--- src/rtl/bp_capture_ctrl_pkg.sv ---
// Shared types and constants for the backplane capture controller.
// Holds the FSM state encoding (readable over the debug port) and the IDLE_CYCLES legality check.
package bp_capture_ctrl_pkg;

    typedef enum logic [2:0] {
        ST_IDLE    = 3'd0,
        ST_SYNC    = 3'd1,
        ST_ARMED   = 3'd2,
        ST_CAPTURE = 3'd3,
        ST_FLUSH   = 3'd4,
        ST_DONE    = 3'd5
    } state_t;

    localparam int IDLE_CNT_W = 8;

    // The idle counter saturates at 255, so a threshold above 254 could never be exceeded.
    function automatic bit idle_cycles_legal(input int n);
        return (n >= 1) && (n <= 254);
    endfunction

endpackage

--- src/rtl/bp_capture_ctrl_if.sv ---
// Buffer write port: valid/ready handshake carrying one packed word and its address.
interface bp_capture_ctrl_if #(
    parameter int ADDR_W = 8,
    parameter int WORD_W = 32
);
    logic              wr_valid;
    logic              wr_ready;
    logic [ADDR_W-1:0] wr_addr;
    logic [WORD_W-1:0] wr_data;

    modport master (output wr_valid, output wr_addr, output wr_data, input wr_ready);
    modport slave  (input wr_valid, input wr_addr, input wr_data, output wr_ready);
endinterface

--- src/rtl/bp_capture_ctrl_idle_detect.sv ---
// Backplane front end: synchronisers, registered rise/fall pulses with aligned data bit,
// and a saturating counter of consecutive high cycles used to spot inter-frame gaps.
module bp_idle_detect
    import bp_capture_ctrl_pkg::*;
#(
    parameter int IDLE_CYCLES = 128,
    parameter int SYNC_STAGES = 2
) (
    input  logic clk,
    input  logic rst,
    input  logic i_bp_clk,
    input  logic i_bp_data,
    output logic o_rise,
    output logic o_fall,
    output logic o_bit,
    output logic o_idle
);
    localparam logic [IDLE_CNT_W-1:0] LP_IDLE_THR = IDLE_CNT_W'(IDLE_CYCLES);

    logic [SYNC_STAGES-1:0] r_clk_sync;
    logic [SYNC_STAGES-1:0] r_data_sync;
    logic                   r_clk_d;
    logic                   r_rise;
    logic                   r_fall;
    logic                   r_bit;
    logic [IDLE_CNT_W-1:0]  r_cnt;
    logic                   w_clk_s;
    logic                   w_data_s;

    assign w_clk_s  = r_clk_sync[SYNC_STAGES-1];
    assign w_data_s = r_data_sync[SYNC_STAGES-1];

    always_ff @(posedge clk) begin
        if (rst) begin
            r_clk_sync  <= '0;
            r_data_sync <= '0;
            r_clk_d     <= 1'b0;
            r_rise      <= 1'b0;
            r_fall      <= 1'b0;
            r_bit       <= 1'b0;
            r_cnt       <= '0;
        end else begin
            r_clk_sync  <= {r_clk_sync[SYNC_STAGES-2:0], i_bp_clk};
            r_data_sync <= {r_data_sync[SYNC_STAGES-2:0], i_bp_data};
            r_clk_d     <= w_clk_s;
            // Data is registered on the same edge as the pulse so the two stay aligned.
            r_rise      <= w_clk_s & ~r_clk_d;
            r_fall      <= ~w_clk_s & r_clk_d;
            r_bit       <= w_data_s;
            if (!w_clk_s)
                r_cnt <= '0;
            else if (r_cnt != {IDLE_CNT_W{1'b1}})
                r_cnt <= r_cnt + 1'b1;
        end
    end

    assign o_rise = r_rise;
    assign o_fall = r_fall;
    assign o_bit  = r_bit;
    assign o_idle = (r_cnt > LP_IDLE_THR);

endmodule

--- src/rtl/bp_capture_ctrl.sv ---
// Frame capture sequencer: waits for a backplane idle gap, packs sampled bits MSB-first
// into words and writes them to the capture buffer, reporting status to the register bank.
module bp_capture_ctrl
    import bp_capture_ctrl_pkg::*;
#(
    parameter int IDLE_CYCLES = 128,
    parameter int WORD_W      = 32,
    parameter int MAX_WORDS   = 256,
    parameter int SYNC_STAGES = 2,
    localparam int ADDR_W     = $clog2(MAX_WORDS),
    localparam int FW_W       = ADDR_W + 1
) (
    input  logic             clk,
    input  logic             rst,
    input  logic             i_bp_clk,
    input  logic             i_bp_data,
    input  logic             i_arm,
    input  logic             i_abort,
    bp_capture_ctrl_if.master wr,
    output logic             o_busy,
    output logic             o_done,
    output logic [FW_W-1:0]  o_frame_words,
    output logic             o_overflow,
    output logic [2:0]       o_state
);
    localparam int CNT_W = $clog2(WORD_W + 1);

    generate
        if (!idle_cycles_legal(IDLE_CYCLES)) begin : g_bad_idle
            $error("bp_capture_ctrl: IDLE_CYCLES must be within 1..254");
        end
        if (SYNC_STAGES < 2) begin : g_bad_sync
            $error("bp_capture_ctrl: SYNC_STAGES must be at least 2");
        end
    endgenerate

    logic w_rise, w_fall, w_bit, w_idle, w_idle_rise;

    bp_idle_detect #(
        .IDLE_CYCLES (IDLE_CYCLES),
        .SYNC_STAGES (SYNC_STAGES)
    ) u_idle (
        .clk       (clk),
        .rst       (rst),
        .i_bp_clk  (i_bp_clk),
        .i_bp_data (i_bp_data),
        .o_rise    (w_rise),
        .o_fall    (w_fall),
        .o_bit     (w_bit),
        .o_idle    (w_idle)
    );

    state_t            r_state, w_next;
    logic              r_idle_d;
    logic              w_enter_armed;
    logic [CNT_W-1:0]  r_bitcnt;
    logic [WORD_W-1:0] r_shift;
    logic              r_flush_sent;
    logic              r_valid;
    logic [WORD_W-1:0] r_data;
    logic [FW_W-1:0]   r_fw;
    logic              r_ovf;

    logic [WORD_W-1:0] w_full_word, w_flush_word, w_word;
    logic [CNT_W-1:0]  w_shamt;
    logic              w_word_done, w_flush_req, w_req;
    logic              w_accept, w_room, w_take, w_drop;

    assign w_idle_rise = w_idle & ~r_idle_d;

    always_ff @(posedge clk) begin
        if (rst) begin
            r_state  <= ST_IDLE;
            r_idle_d <= 1'b0;
        end else begin
            r_state  <= w_next;
            r_idle_d <= w_idle;
        end
    end

    always_comb begin
        w_next        = r_state;
        w_enter_armed = 1'b0;
        if (i_abort) begin
            w_next = ST_IDLE;
        end else begin
            case (r_state)
                ST_IDLE:    if (i_arm) w_next = ST_SYNC;
                ST_SYNC: begin
                    if (w_idle) begin
                        w_next        = ST_ARMED;
                        w_enter_armed = 1'b1;
                    end
                end
                ST_ARMED:   if (w_fall) w_next = ST_CAPTURE;
                ST_CAPTURE: begin
                    if (w_idle_rise)
                        w_next = (r_bitcnt != '0) ? ST_FLUSH : ST_DONE;
                end
                // Leave only once the partial word (or an older pending word) is resolved.
                ST_FLUSH:   if (r_flush_sent && (!r_valid || wr.wr_ready)) w_next = ST_DONE;
                ST_DONE: begin
                    if (i_arm) begin
                        w_next        = ST_ARMED;
                        w_enter_armed = 1'b1;
                    end
                end
                default:    w_next = ST_IDLE;
            endcase
        end
    end

    assign w_full_word  = {r_shift[WORD_W-2:0], w_bit};
    assign w_shamt      = CNT_W'(WORD_W) - r_bitcnt;
    // Stale bits from earlier words sit above the live ones and fall off the top here.
    assign w_flush_word = r_shift << w_shamt;
    assign w_word_done  = (r_state == ST_CAPTURE) && w_rise && (r_bitcnt == CNT_W'(WORD_W - 1));
    assign w_flush_req  = (r_state == ST_FLUSH) && !r_flush_sent;
    assign w_req        = w_word_done | w_flush_req;
    assign w_word       = w_word_done ? w_full_word : w_flush_word;

    assign w_accept = r_valid & wr.wr_ready;
    assign w_room   = ((r_fw + FW_W'(w_accept)) < FW_W'(MAX_WORDS));
    assign w_take   = w_req && w_room && !(r_valid && !wr.wr_ready);
    assign w_drop   = w_req && !w_take;

    always_ff @(posedge clk) begin
        if (w_enter_armed)
            r_shift <= '0;
        else if ((r_state == ST_CAPTURE) && w_rise)
            r_shift <= w_full_word;
    end

    always_ff @(posedge clk) begin
        if (rst) begin
            r_bitcnt     <= '0;
            r_flush_sent <= 1'b0;
        end else begin
            r_flush_sent <= (r_state == ST_FLUSH) && !i_abort;
            if (w_enter_armed)
                r_bitcnt <= '0;
            else if ((r_state == ST_CAPTURE) && w_rise)
                r_bitcnt <= w_word_done ? '0 : r_bitcnt + 1'b1;
        end
    end

    always_ff @(posedge clk) begin
        if (rst) begin
            r_valid <= 1'b0;
            r_data  <= '0;
            r_fw    <= '0;
            r_ovf   <= 1'b0;
        end else if (i_abort) begin
            r_valid <= 1'b0;
        end else if (w_enter_armed) begin
            r_valid <= 1'b0;
            r_fw    <= '0;
            r_ovf   <= 1'b0;
        end else begin
            if (w_accept)
                r_fw <= r_fw + 1'b1;
            if (w_take) begin
                r_valid <= 1'b1;
                r_data  <= w_word;
            end else if (w_accept) begin
                r_valid <= 1'b0;
            end
            if (w_drop)
                r_ovf <= 1'b1;
        end
    end

    assign wr.wr_valid   = r_valid;
    assign wr.wr_data    = r_data;
    assign wr.wr_addr    = r_fw[ADDR_W-1:0];
    assign o_frame_words = r_fw;
    assign o_overflow    = r_ovf;
    assign o_state       = r_state;
    assign o_done        = (r_state == ST_DONE);
    assign o_busy        = (r_state == ST_SYNC) || (r_state == ST_ARMED) ||
                           (r_state == ST_CAPTURE) || (r_state == ST_FLUSH);

endmodule

--- src/flat_wrapper.sv ---
// flat-port wrapper written by rule: the top's interface ports become plain ports
module bp_capture_ctrl_flat import bp_capture_ctrl_pkg::*;
#(
    parameter int IDLE_CYCLES = 128,
    parameter int WORD_W      = 32,
    parameter int MAX_WORDS   = 256,
    parameter int SYNC_STAGES = 2,
    localparam int ADDR_W     = $clog2(MAX_WORDS),
    localparam int FW_W       = ADDR_W + 1
)
  (clk, rst, i_bp_clk, i_bp_data, i_arm, i_abort, o_busy, o_done, o_frame_words, o_overflow, o_state, wr_wr_valid, wr_wr_addr, wr_wr_data, wr_wr_ready);
  bp_capture_ctrl_if #(.ADDR_W(8), .WORD_W(WORD_W)) wr_i ();
  input  logic clk;
  input  logic rst;
  input  logic i_bp_clk;
  input  logic i_bp_data;
  input  logic i_arm;
  input  logic i_abort;
  output logic o_busy;
  output logic o_done;
  output logic [FW_W-1:0] o_frame_words;
  output logic o_overflow;
  output logic [2:0] o_state;
  output wire logic [$bits(wr_i.wr_valid)-1:0] wr_wr_valid;
  output wire logic [$bits(wr_i.wr_addr)-1:0] wr_wr_addr;
  output wire logic [$bits(wr_i.wr_data)-1:0] wr_wr_data;
  input wire logic [$bits(wr_i.wr_ready)-1:0] wr_wr_ready;
  assign wr_wr_valid = wr_i.wr_valid;
  assign wr_wr_addr = wr_i.wr_addr;
  assign wr_wr_data = wr_i.wr_data;
  assign wr_i.wr_ready = wr_wr_ready;
  bp_capture_ctrl #(.IDLE_CYCLES(IDLE_CYCLES), .WORD_W(WORD_W), .MAX_WORDS(MAX_WORDS), .SYNC_STAGES(SYNC_STAGES)) u_core (.clk(clk), .rst(rst), .i_bp_clk(i_bp_clk), .i_bp_data(i_bp_data), .i_arm(i_arm), .i_abort(i_abort), .wr(wr_i), .o_busy(o_busy), .o_done(o_done), .o_frame_words(o_frame_words), .o_overflow(o_overflow), .o_state(o_state));
endmodule
--- config.mk ---
export PLATFORM = sky130hd
export DESIGN_NAME = bp_capture_ctrl_flat
export DESIGN_NICKNAME = d
export VERILOG_FILES = /design/src/rtl/bp_capture_ctrl_pkg.sv /design/src/rtl/bp_capture_ctrl_if.sv /design/src/rtl/bp_capture_ctrl_idle_detect.sv /design/src/rtl/bp_capture_ctrl.sv /design/src/flat_wrapper.sv
export SDC_FILE = /design/constraint.sdc
export NUM_CORES = 1
export LEC_CHECK = 0
export ABC_AREA = 1
export CAP_MARGIN = 20
export CORE_UTILIZATION = 30
export CTS_CLUSTER_DIAMETER = 120
export DETAILED_ROUTE_END_ITERATION = 12
export PLACE_DENSITY = 0.53
export SLEW_MARGIN = 10
export SYNTH_ARGS = -nofsm -noshare
export SYNTH_HDL_FRONTEND = slang
export SYNTH_SLANG_ARGS = --single-unit
--- constraint.sdc ---
create_clock -name clk -period 2.7 [get_ports clk]
set_clock_uncertainty 0.1 [all_clocks]
set_input_delay 0.54 -clock clk [delete_from_list [all_inputs] [get_ports clk]]
set_output_delay 0.54 -clock clk [all_outputs]
set_load 0.01 [all_outputs]
[Word level (Yosys, flattened, before mapping)]
Cells that the tools add are included.
Storage, ports and cells
  register bits: 102
  input port bits: 7
  output and inout bits: 56
  logic and storage cells: 99
Cells by class
  $add $sub $neg: 5
  $lt $le $gt $ge: 2
  equal/unequal tests: 13
  shift-type cells: 1
  mux-type cells: 20
  bitwise gates (word level): 10
  reductions and logical operators: 32
Operators with widths (count)
  2-to-1 mux 32 bit: 1
  << shifter 32 x 6 -> 32 bit: 1
  2-to-1 mux 3 bit: 6
  2-to-1 mux 9 bit: 2
  case mux 3 bit (6 select lines): 1
  adder 9 x 1 -> 9 bit: 1
  adder 9 x 1 -> 9 bit (second input constant): 1
  logical AND 1 bit: 9
  less-than comparator 9 bit (second input constant): 1
  adder 8 x 1 -> 8 bit (second input constant): 1
  greater-than comparator 8 bit (second input constant): 1
  2-to-1 mux 1 bit: 8
  inequality test 8 bit (second input constant): 1
  adder 6 x 1 -> 6 bit (second input constant): 1
  == test 3 x 2 -> 1 bit (second input constant): 2
  == test 3 bit (second input constant): 2
  == test 6 x 5 -> 1 bit (second input constant): 1
  zero test 1 bit: 6
  2-to-1 mux 6 bit: 1
  inequality test 2 x 1 -> 1 bit (second input constant): 3
  inequality test 2 bit (second input constant): 3
  AND reduction 6 bit: 1
  nonzero test 2 bit: 3
  nonzero test 6 bit: 1
  other kinds (12): 25

[Logic depth before layout (Yosys ltp)]
  word-level depth: 10
  mapped depth: 17
  depth with buffers taken out: 12

[By module]
A second synthesis with hierarchy kept.
Unflattened totals
  cell total of the unflattened synthesis: 1077
  area, all modules: 6379.9 µm²
Modules (own cells, without submodules)
  bp_capture_ctrl: instances 1, cells each 990, area each 5734.2 µm²
  bp_idle_detect: instances 1, cells each 87, area each 645.6 µm²

[Least setup slack after synthesis]
OpenSTA, ideal clock, no wires.
  path kind: reg-to-reg
  from: register u_core.r_bitcnt[0]
  to: register u_core.r_data[9] (netlist: u_core.wr.wr_data[9])
  setup time: 0.064 ns
  data arrival time: 2.308 ns
  data required time: 2.536 ns
  path slack: 0.229 ns
  stages on the path, launching flop included: 16
  buffers on the path: 5
  path through: dfxtp_1 buf_2 inv_1 buf_2 buf_2 ha_1 clkbuf_1 inv_1 buf_1 nand3_1 or2_2 nand2_1 nand2_1 nand2_1 nor2_1 nor2_1
On the way
  word-level cells in the longest chain between the ends: 6
Ends and longest elaborated chain
  start, declared: RTL line bp_capture_ctrl.sv:56  | logic [CNT_W-1:0] r_bitcnt;
  start signal, assigned: RTL line bp_capture_ctrl.sv:143  | r_bitcnt <= w_word_done ? '0 : r_bitcnt + 1'b1;
  branches (longest 6 deep; another with subtractor 6 bit)
  end signal, assigned: RTL line bp_capture_ctrl.sv:164  | r_data <= w_word;
  end, declared: RTL line bp_capture_ctrl.sv:60  | logic [WORD_W-1:0] r_data;
Several ways; the timed one is not identified.
A chain may end at the register's enable or synchronous reset.

[Final worst setup path]
  from: register u_core.r_state[0] (netlist: u_core.o_state[0])
  to: output port o_busy
On the way
  word-level cells in the longest chain between the ends: 4
Ends and longest elaborated chain
  start, declared: RTL line bp_capture_ctrl.sv:53  | state_t r_state, w_next;
  start signal, assigned: RTL line bp_capture_ctrl.sv:76  | r_state <= w_next;
  == test 3 x 1 -> 1 bit or == test 3 x 2 -> 1 bit (tied branches): RTL line bp_capture_ctrl.sv:180  | assign o_busy = (r_state == ST_SYNC) || (r_state == ST_ARMED) ||
  logical OR 1 bit (2 in a row): RTL line bp_capture_ctrl.sv:180
  logical OR 1 bit (*): RTL line bp_capture_ctrl.sv:181  | (r_state == ST_CAPTURE) || (r_state == ST_FLUSH);
  end, declared: RTL line flat_wrapper.sv:19  | output logic o_busy;
Every way passes the cells marked *; elsewhere a longest branch is shown, timed or not.

==> impl_metrics.yaml <==
route:
  num_vias: 6712
  ant_nets: 0
  via_per_inst: 4.85
  drc: 0
  totalWireLength_mm: 19.4
  first_pass_iters: 5
  wire_per_inst_um: 14.0
  drt_iter0_drc: 623
clocking:
  cts_buffers: 9
  ctsHtreeMaxLevel: 3
  ctsResizeCount: 0
  path_clk_slew_ns: 0.08
  cts_root_buf: "clkbuf_16"
  clkLatencyLatePin_ns: 0.37
  cts_sinks: 102
  postCtsSetupRepairBufs: 0
  clock_path_buffers: 2
  tritoncts: "built"
  hold_buffers: 0
worst_setup_path:
  r2r_slack_ns: 0.28
  startpoint_type: "flip-flop"
  r2r_start: "u_core.r_bitcnt[0]"
  reg2reg_to: "u_core.wr.wr_data[14]"
  cp.required_ns: 2.06
  path_max_fanout: 8
  worstRegToRegCells: 12
  crit_arrival_ns: 1.79
  cp-end-kind: "primary output"
  crit_type: "flip-flop to primary output"
place:
  place_inst: 1367
  portBuffers: 62
  hpwl_mm: 13.7
  globalplace.congestion: 0.941
grt:
  grtUsageTotal: 0.185
  grt_pass1_vias: 5952
  grt_max_degree: 49
  antenna_found_initial: 0
  grt_pass1_wl_mm: 32.1
  grt_overflow_total: 0
final_layout:
  synthToLayoutAreaGrowth_pct: 18.2
  instances_no_fill: 1384
  layout_common_cells: "nand2_1 (443), nand3_1 (153), nor2_1 (120)"
  fin_nets: 1121
  drive_gt1_frac: 0.0539
  antenna_cells: 0
  layout_commonest_cell: "nand2_1"
logic_synthesis:
  async_flop_share: 0
  ys_seq_elements: 102
  syn_area_um2: 6340
  synth-edff-count: 0
  synth_ff_type: "dfxtp_1"
  seq_area_frac_synth: 0.322
  syn_nets: 1093
  syn_avg_cell_area_um2: 5.87
  synth_cells: 1081
  ys_warn_count: 0
  synth_cell_type_count: 34
sta:
  hold_viol_final: 0
  setup_viol: 0
  worst_slew_pin_slew_ns: 0.557
  max_freq_mhz: 412
  drv_slew: 0
  slew_headroom: 0.629
  rsz0062_at_grt: "false"
  min_period_ns: 2.43
  tns_ns: 0
  post-route-period-util: 0.898
run_status:
  status: "finished clean"
power:
  switchingPower_w: 0.00144
  p_clk_frac: 0.324
  pwr-share-seq: 0.458
  power.internal_w: 0.00266
  p_per_area_nw_per_um2: 548
  p_comb_frac: 0.218
  power_leakage_nw: 3.47
  vdd_ir_drop_max_mv: 0.242
  swShare: 0.351
floorplan:
  die_area_um2: 21700
  coreArea_um2: 20500
  die_h_um: 147
  ios: 63
  die_x_um: 147
  initial_utilization: 0.309
  std_cell_rows: 52
worst_hold_path:
  holdCritPathClass: "flip-flop to flip-flop"
  holdPathStages: 2
  min_from: "u_core.u_idle.r_data_sync[1]"
  min_to: "u_core.u_idle.o_bit"
job:
  max_cap_viol_count: 0
metal layers:
metal | global-route usage | up-vias | wire (µm)
li1 | - | 3474 | -
met1 | 0.274 | 3044 | 9760
met2 | 0.266 | 164 | 8260
met3 | 0.0238 | 30 | 892
met4 | 0.0784 | 0 | 510
met5 | 0 | - | 0
power by group through the flow:
stage	registers (W)	clock network (W)	logic [W]
4_1_cts	0.00187	0.00136	0.000889
3_5_place_dp	0.00191	0	0.000884
3_3_place_gp	0.00191	0	0.000885
5_1_grt	0.00191	0.00143	0.00102
6_report	0.00188	0.00133	0.000894
2_1_floorplan	0.00184	0	0.000615
worst max-delay path by stage:
stage                                  start                    end  slack [ns]  cells past startpoint
after floorplan           u_core.r_bitcnt[0]   u_core.wr.wr_data[9]        0.23                     15
after global placement           wr_wr_ready   u_core.wr.wr_data[4]        0.25                     11
after detailed placement  u_core.r_bitcnt[0]  u_core.wr.wr_data[31]        0.16                      9
after CTS                 u_core.r_bitcnt[0]  u_core.wr.wr_data[31]        0.16                      9
after global routing      u_core.r_bitcnt[0]  u_core.wr.wr_data[14]        0.08                     12
final                      u_core.o_state[0]                 o_busy        0.27                      5
final cells by class:
cell class | count | area, µm²
clock buffer | 9 | 225
sequential | 102 | 2040
timing repair buffer | 85 | 843
multi-input combinational | 843 | 3720
tap | 270 | 338
clock inverter | 7 | 66.3
fill | 2278 | 13000
inverter | 68 | 258
synth_stat cells, types with 3 or more instances:
cell type | instances | area [µm²]
xnor2_1 | 3 | 26.3
nand2_2 | 3 | 18.8
ha_1 | 5 | 62.6
dfxtp_1 | 102 | 2040
o21ai_0 | 7 | 35.0
nand4_1 | 21 | 131
xor2_1 | 8 | 70.1
inv_1 | 63 | 236
nand2_1 | 443 | 1660
buf_4 | 11 | 82.6
or2_2 | 4 | 25.0
nand3_1 | 153 | 766
buf_2 | 22 | 110
a21oi_1 | 52 | 260
nor3_1 | 7 | 35.0
nor2_2 | 3 | 18.8
buf_1 | 8 | 30.0
nor2_1 | 121 | 454
clkbuf_1 | 25 | 93.8
critical path, stage by stage, from the launching register on:
cell and delay [ns]:
dfxtp_1 0.54, nor2_1 0.11, inv_1 0.11, nand2_1 0.07, nand2_1 0.06, clkdlybuf4s50_1 0.53
registers in the layout, summed over array words and instances, names as in the netlist, 2 cells and up:
signal                     flops
u_core.wr.wr_data             32
u_core.u_idle.r_clk_sync       2
u_core.r_bitcnt                6
u_core.o_frame_words           9
u_core.u_idle.r_cnt            8
u_core.o_state                 3
u_core.u_idle.r_data_sync      2
u_core.r_shift                32
cells by family after synthesis:
family | synth area share
XOR/XNOR | 0.0152
buffers and inverters | 0.0941
AND/OR/NAND/NOR | 0.506
flip-flops | 0.322
AO/OA/AOI/OAI | 0.0533
adder cells (fa/ha/maj) | 0.00987
stage by stage:
| step | power (W) | cell area [µm²] | utilization | setup slack (ns) | hold WS [ns] |
|---|---|---|---|---|---|
| floorplan | 0.00246 | 6340 | - | 0.229 | 0.284 |
| global placement | 0.00280 | 7190 | 0.351 | 0.253 | 0.301 |
| detailed placement | 0.00279 | 7190 | 0.351 | 0.156 | 0.299 |
| CTS | 0.00413 | 7480 | 0.365 | 0.164 | 0.312 |
| global route | 0.00435 | 7490 | 0.366 | 0.0835 | 0.343 |
| finish | 0.00410 | 7490 | 0.366 | 0.275 | 0.310 |
No activity file was read; power rests on OpenSTA's default activity.
